### config.mk
export PLATFORM = sky130hd
export DESIGN_NAME = mvu_weight_addr_seq_flat
export DESIGN_NICKNAME = d
export VERILOG_FILES = /design/src/rtl/mvu_weight_addr_seq_if.sv /design/src/rtl/mvu_weight_addr_seq.sv /design/src/flat_wrapper.sv
export SDC_FILE = /design/constraint.sdc
export NUM_CORES = 1
export LEC_CHECK = 0
export BUFFER_PORTS_ARGS = -buffer_cell sky130_fd_sc_hd__buf_2
export CAP_MARGIN = 10
export CORE_AREA = 5 5 42 44
export CTS_BUF_LIST = sky130_fd_sc_hd__clkbuf_16
export CTS_CLUSTER_DIAMETER = 80
export DETAILED_ROUTE_END_ITERATION = 8
export DIE_AREA = 0 0 47 49
export GPL_ROUTABILITY_DRIVEN = 0
export GPL_TIMING_DRIVEN = 0
export PLACE_DENSITY = 0.51
export SETUP_SLACK_MARGIN = 0.3
export SLEW_MARGIN = 10
export SYNTH_ARGS = -nofsm -noshare
export SYNTH_HDL_FRONTEND = slang
export SYNTH_SLANG_ARGS = --single-unit
### constraint.sdc
create_clock -name clock -period 1.4 [get_ports clock]
set_clock_uncertainty 0.15 [all_clocks]
set_input_delay 0 -clock clock [delete_from_list [all_inputs] [get_ports clock]]
set_output_delay 0 -clock clock [all_outputs]
set_load 0.01 [all_outputs]
### src/rtl/mvu_weight_addr_seq_if.sv
// Handshake and address bundle between the MVAU weight-address sequencer,
// the input activation buffer and the PE/SIMD datapath.
interface mvu_weight_addr_seq_if #(
  parameter int WMEM_ADDR_BW = 2,
  parameter int IB_ADDR_BW   = 1
);
  logic                    in_valid;
  logic                    in_release;
  logic                    o_ready;
  logic [WMEM_ADDR_BW-1:0] wmem_addr;
  logic [IB_ADDR_BW-1:0]   ib_addr;
  logic                    issue;
  logic                    dp_valid;
  logic                    dp_first;
  logic                    dp_last;
  logic                    busy;

  modport master (
    input  in_valid,
    input  o_ready,
    output in_release,
    output wmem_addr,
    output ib_addr,
    output issue,
    output dp_valid,
    output dp_first,
    output dp_last,
    output busy
  );

  modport slave (
    output in_valid,
    output o_ready,
    input  in_release,
    input  wmem_addr,
    input  ib_addr,
    input  issue,
    input  dp_valid,
    input  dp_first,
    input  dp_last,
    input  busy
  );
endinterface

### src/rtl/mvu_weight_addr_seq.sv
// Walks all NF*SF weight words for one input vector (sf inner, nf outer) and
// produces accumulator control flags aligned to the 1-cycle weight-memory read.
module mvu_weight_addr_seq #(
  parameter int MATRIXW = 4,
  parameter int MATRIXH = 4,
  parameter int SIMD    = 2,
  parameter int PE      = 2
) (
  input  logic                 clock,
  input  logic                 rst_n,
  mvu_weight_addr_seq_if.master bus
);

  localparam int SF           = MATRIXW / SIMD;
  localparam int NF           = MATRIXH / PE;
  localparam int WMEM_DEPTH   = SF * NF;
  localparam int WMEM_ADDR_BW = (WMEM_DEPTH > 1) ? $clog2(WMEM_DEPTH) : 1;
  localparam int IB_ADDR_BW   = (SF > 1) ? $clog2(SF) : 1;
  localparam int NF_BW        = (NF > 1) ? $clog2(NF) : 1;

  localparam logic [IB_ADDR_BW-1:0]   SF_LAST   = IB_ADDR_BW'(SF - 1);
  localparam logic [NF_BW-1:0]        NF_LAST   = NF_BW'(NF - 1);
  localparam logic [IB_ADDR_BW-1:0]   SF_ONE    = IB_ADDR_BW'(1);
  localparam logic [NF_BW-1:0]        NF_ONE    = NF_BW'(1);
  localparam logic [WMEM_ADDR_BW-1:0] WMEM_ONE  = WMEM_ADDR_BW'(1);

  if ((MATRIXW % SIMD) != 0) begin : g_bad_matrixw
    $error("mvu_weight_addr_seq: MATRIXW must be a multiple of SIMD");
  end
  if ((MATRIXH % PE) != 0) begin : g_bad_matrixh
    $error("mvu_weight_addr_seq: MATRIXH must be a multiple of PE");
  end

  typedef enum logic {
    IDLE = 1'b0,
    RUN  = 1'b1
  } state_t;

  state_t                  state_q, state_d;
  logic [IB_ADDR_BW-1:0]   sf_cnt_q, sf_cnt_d;
  logic [NF_BW-1:0]        nf_cnt_q, nf_cnt_d;
  logic [WMEM_ADDR_BW-1:0] wmem_addr_q, wmem_addr_d;
  logic                    issue_q, issue_d;
  logic                    dp_valid_q, dp_valid_d;
  logic                    dp_first_q, dp_first_d;
  logic                    dp_last_q, dp_last_d;

  logic sf_last;
  logic word_last;

  assign sf_last   = (sf_cnt_q == SF_LAST);
  assign word_last = sf_last && (nf_cnt_q == NF_LAST);

  always_ff @(posedge clock or negedge rst_n) begin
    if (!rst_n) begin
      state_q     <= IDLE;
      sf_cnt_q    <= '0;
      nf_cnt_q    <= '0;
      wmem_addr_q <= '0;
      issue_q     <= 1'b0;
      dp_valid_q  <= 1'b0;
      dp_first_q  <= 1'b0;
      dp_last_q   <= 1'b0;
    end else begin
      state_q     <= state_d;
      sf_cnt_q    <= sf_cnt_d;
      nf_cnt_q    <= nf_cnt_d;
      wmem_addr_q <= wmem_addr_d;
      issue_q     <= issue_d;
      dp_valid_q  <= dp_valid_d;
      dp_first_q  <= dp_first_d;
      dp_last_q   <= dp_last_d;
    end
  end

  // A stalled RUN cycle holds everything so the memories keep re-reading the same word.
  always_comb begin
    state_d     = state_q;
    sf_cnt_d    = sf_cnt_q;
    nf_cnt_d    = nf_cnt_q;
    wmem_addr_d = wmem_addr_q;
    issue_d     = issue_q;
    case (state_q)
      IDLE: begin
        if (bus.in_valid) begin
          state_d     = RUN;
          sf_cnt_d    = '0;
          nf_cnt_d    = '0;
          wmem_addr_d = '0;
          issue_d     = 1'b1;
        end
      end
      RUN: begin
        if (bus.o_ready) begin
          if (word_last) begin
            state_d     = IDLE;
            sf_cnt_d    = '0;
            nf_cnt_d    = '0;
            wmem_addr_d = '0;
            issue_d     = 1'b0;
          end else if (sf_last) begin
            sf_cnt_d    = '0;
            nf_cnt_d    = nf_cnt_q + NF_ONE;
            wmem_addr_d = wmem_addr_q + WMEM_ONE;
          end else begin
            sf_cnt_d    = sf_cnt_q + SF_ONE;
            wmem_addr_d = wmem_addr_q + WMEM_ONE;
          end
        end
      end
      default: begin
        state_d = IDLE;
        issue_d = 1'b0;
      end
    endcase
  end

  always_comb begin
    dp_valid_d = dp_valid_q;
    dp_first_d = dp_first_q;
    dp_last_d  = dp_last_q;
    if (bus.o_ready) begin
      dp_valid_d = issue_q;
      dp_first_d = issue_q && (sf_cnt_q == '0);
      dp_last_d  = issue_q && sf_last;
    end
  end

  assign bus.in_release = issue_q && word_last && bus.o_ready;
  assign bus.wmem_addr  = wmem_addr_q;
  assign bus.ib_addr    = sf_cnt_q;
  assign bus.issue      = issue_q;
  assign bus.dp_valid   = dp_valid_q;
  assign bus.dp_first   = dp_first_q;
  assign bus.dp_last    = dp_last_q;
  assign bus.busy       = (state_q != IDLE);

endmodule

### src/flat_wrapper.sv
// flat-port wrapper written by rule: the top's interface ports become plain ports
module mvu_weight_addr_seq_flat 
#(
  parameter int MATRIXW = 4,
  parameter int MATRIXH = 4,
  parameter int SIMD    = 2,
  parameter int PE      = 2
)
  (clock, rst_n, bus_in_valid, bus_o_ready, bus_in_release, bus_wmem_addr, bus_ib_addr, bus_issue, bus_dp_valid, bus_dp_first, bus_dp_last, bus_busy);
  mvu_weight_addr_seq_if #(.WMEM_ADDR_BW(2), .IB_ADDR_BW(1)) bus_i ();
  input  logic clock;
  input  logic rst_n;
  input wire logic [$bits(bus_i.in_valid)-1:0] bus_in_valid;
  input wire logic [$bits(bus_i.o_ready)-1:0] bus_o_ready;
  output wire logic [$bits(bus_i.in_release)-1:0] bus_in_release;
  output wire logic [$bits(bus_i.wmem_addr)-1:0] bus_wmem_addr;
  output wire logic [$bits(bus_i.ib_addr)-1:0] bus_ib_addr;
  output wire logic [$bits(bus_i.issue)-1:0] bus_issue;
  output wire logic [$bits(bus_i.dp_valid)-1:0] bus_dp_valid;
  output wire logic [$bits(bus_i.dp_first)-1:0] bus_dp_first;
  output wire logic [$bits(bus_i.dp_last)-1:0] bus_dp_last;
  output wire logic [$bits(bus_i.busy)-1:0] bus_busy;
  assign bus_i.in_valid = bus_in_valid;
  assign bus_i.o_ready = bus_o_ready;
  assign bus_in_release = bus_i.in_release;
  assign bus_wmem_addr = bus_i.wmem_addr;
  assign bus_ib_addr = bus_i.ib_addr;
  assign bus_issue = bus_i.issue;
  assign bus_dp_valid = bus_i.dp_valid;
  assign bus_dp_first = bus_i.dp_first;
  assign bus_dp_last = bus_i.dp_last;
  assign bus_busy = bus_i.busy;
  mvu_weight_addr_seq #(.MATRIXW(MATRIXW), .MATRIXH(MATRIXH), .SIMD(SIMD), .PE(PE)) u_core (.clock(clock), .rst_n(rst_n), .bus(bus_i));
endmodule
==> impl_metrics.env <==
export IMPL_dp_hpwl_microns=628
export IMPL_dp_cells=71
export IMPL_pwr_share_seq=0.285
export IMPL_drc=0
export IMPL_clock_sinks=9
export IMPL_ys_ff_latch=9
export IMPL_hold_violations=10
export IMPL_area_growth_pct=62.7
export IMPL_final_cells=84
export IMPL_yosys_area_top_type_share=0.513
export IMPL_grt_overflow_total=0
export IMPL_setup_viol=0
export IMPL_initial_core_util=0.313
export IMPL_cp_max_fo=4
export IMPL_grt_pass1_wl_mm=1.64
export IMPL_fp_dieH_microns=49
export IMPL_cp_start_kind="flip-flop"
export IMPL_synth_area_leaders="dfrtp_1 (51%), a22o_1 (4.0%), a21oi_1 (3.4%), nand2_1 (3.4%), a31oi_1 (2.8%)"
export IMPL_seq_area_frac_synth=0.513
export IMPL_design_core_area_sq_mm=0.00140
export IMPL_min_period_ns=1.30
export IMPL_setup_ws_ns=0.0978
export IMPL_avgRoutedWirePerCell_microns=11.0
export IMPL_postPlaceCellArea_sq_um=539
export IMPL_synth_top_cells_by_count="dfrtp_1 (9), nand2_1 (4), a21oi_1 (3), inv_1 (3)"
export IMPL_synth_compound_area_frac=0.168
export IMPL_finalMaxSlewViolations=0
export IMPL_clock_fmax_mhz=768
export IMPL_drtIter0Drc=1
export IMPL_synthesis_nets=47
export IMPL_antenna_found_initial=0
export IMPL_pwr_share_comb=0.414
export IMPL_cts_inserted_buffers=3
export IMPL_synthMuxAreaShare=0.0256
export IMPL_p_clk_frac=0.301
export IMPL_yosys_warnings=0
export IMPL_synthFlopType="dfrtp_1"
export IMPL_drt_wl_total_microns=928
export IMPL_vias=376
export IMPL_drtPass1Iterations=2
export IMPL_synth_enable_flop_cells=0
export IMPL_outcome="complete, but fails checks"
export IMPL_slew_headroom=0.850
export IMPL_rsz0062_at_grt="yes"
export IMPL_postSynthCellCount=43
export IMPL_hold_path_class="primary input to async pin"
export IMPL_h_tree_depth=1
export IMPL_io_pins=13
export IMPL_grt_pass1_vias=377
export IMPL_synth_simple_area_share=0.174
export IMPL_yosysMostFrequentCell="dfrtp_1"
export IMPL_num_rows=14
export IMPL_p_int_w=0.00111
export IMPL_worst_slew_pin_slew_ns=0.224
export IMPL_cts_buffer_depth=2
export IMPL_io_buffers=12
export IMPL_swShare=0.312
export IMPL_grt_max_degree=11
export IMPL_vdd_drop_max_uv=1020
export IMPL_clock_latency_ns=0.23
export IMPL_syn_avg_cell_area_sq_um=10.2
export IMPL_num_nets_final=73
export IMPL_fp_dieW_microns=47
export IMPL_switchingPower_w=0.000506
export IMPL_vias_per_cell=4.48
export IMPL_power_density_mw_per_mm2=2270
export IMPL_cts_clk_slew_worst_paths_ns=0.04
export IMPL_ys_types=23
export IMPL_yosys_area_top_type="dfrtp_1"
export IMPL_cts_root_buf="clkbuf_16"
export IMPL_drive_above_1_share=0.485
export IMPL_synth_top_family_by_area="simple AND/OR/NAND/NOR gates"
export IMPL_violations="hold timing"
export IMPL_syn_cell_area_sq_um=439
export IMPL_p_leak_nw=0.345
export IMPL_pre_cts_ws_ns=0.138
export IMPL_synthXorXnorAreaFrac=0.0399
export IMPL_crit_required_ns=1.25
export IMPL_die_area_sq_mm=0.00230
export IMPL_cap_violations=0
export IMPL_synth_fa_ha_area_frac=0
export IMPL_cts_tree="done"
export IMPL_crit_arrival_ns=1.15
export IMPL_holdWs_ns=-0.00156
export IMPL_n_antenna_cell=0
export IMPL_tns_ns=0
export IMPL_path_class="flip-flop to output pin"
export IMPL_async_flop_share=1.00
export IMPL_design_area_sq_um=714
export IMPL_min_period_over_period=0.930
export IMPL_grt_usage=0.101
export IMPL_ant_nets=0
export IMPL_cp_end_kind="output pin"
metrics by stage:
stage                util  power [W]
floorplan               -   0.000846
global placement    0.385    0.00101
detailed placement  0.385    0.00101
CTS                 0.495    0.00161
global route        0.510    0.00175
finish              0.510    0.00162
metal layers:
| metal | part of all wire | vias to the layer above | GRT usage |
|---|---|---|---|
| li1 | - | 202 | - |
| met1 | 0.48 | 165 | 0.128 |
| met2 | 0.45 | 7 | 0.147 |
| met3 | 0.057 | 2 | 0.0332 |
| met4 | 0.012 | 0 | 0.0553 |
| met5 | 0 | - | 0 |
what timing repair did:
action                     CTS  global route
hold buffers                 3             1
setup endpoints to repair    3             8
hold endpoints to repair    13             1
gates resized for setup      3             3
pin swaps                    3             3
setup buffers                4             2
cloned                       0             0
worst paths after layout:
kind	slack, ns	start	cells after the start	endpoint
max	0.1	u_core.bus.ib_addr$_DFFE_PN0P_	4	bus_in_release
min	-0.002	rst_n	2	u_core.bus.dp_first$_DFFE_PN0P_
max reg2reg	0.18	u_core.bus.busy$_DFF_PN0_	4	u_core.bus.wmem_addr[1]$_DFFE_PN0P_
min reg2reg	0.33	u_core.bus.dp_valid$_DFFE_PN0P_	1	u_core.bus.dp_valid$_DFFE_PN0P_
max in group asynchronous	0.92	rst_n	2	u_core.bus.wmem_addr[1]$_DFFE_PN0P_
min in group clock	0	bus_in_valid	4	u_core.bus.wmem_addr[0]$_DFFE_PN0P_
critical path: stages (launching register included):
cell	delay [ns]
dfrtp_1	0.37
buf_6	0.12
and2_4	0.14
and3_4	0.17
buf_6	0.11
flip-flops by register name, summed over array words and instances (netlist names):
name                  count
u_core.bus.issue          1
u_core.bus.dp_valid       1
u_core.bus.busy           1
u_core.bus.dp_first       1
u_core.bus.dp_last        1
u_core.nf_cnt_q           1
u_core.bus.wmem_addr      2
u_core.bus.ib_addr        1
placed cells by master, fill, tap and decap left out, drive strengths merged, types with 3 or more instances in the layout:
cell type    synthesis  layout
dfrtp                9       9
a21oi                3       3
nand2                4       4
buf                  3      21
clkbuf               0       3
inv                  3       4
o21ai                3       3
dlygate4sd3          0       3
logic make-up after synthesis:
| family | Yosys count |
|---|---|
| AOI/OAI and AO/OA | 11 |
| xor gates and xnor gates | 2 |
| buffers and inverters | 6 |
| DFF | 9 |
| muxes | 1 |
| and+or+nand+nor | 14 |
layout make-up:
class	count	area (sq um)
timing repair buffer	21	141
clock buffer	3	75.1
sequential	9	225
tap	16	20.0
clock inverter	1	3.75
multi-input combinational	28	210
fill	136	687
inverter	3	11.3
buffer	3	27.5
power groups by stage:
stage / combinational [W] / sequential (W) / clock [W]
floorplan: 0.000334 / 0.000512 / 0
global route: 0.000751 / 0.000479 / 0.000522
CTS: 0.000653 / 0.000460 / 0.000501
detailed placement: 0.000538 / 0.000471 / 0
global placement: 0.000536 / 0.000470 / 0
finish: 0.000671 / 0.000461 / 0.000487
Power figures use the tool's default switching activity.
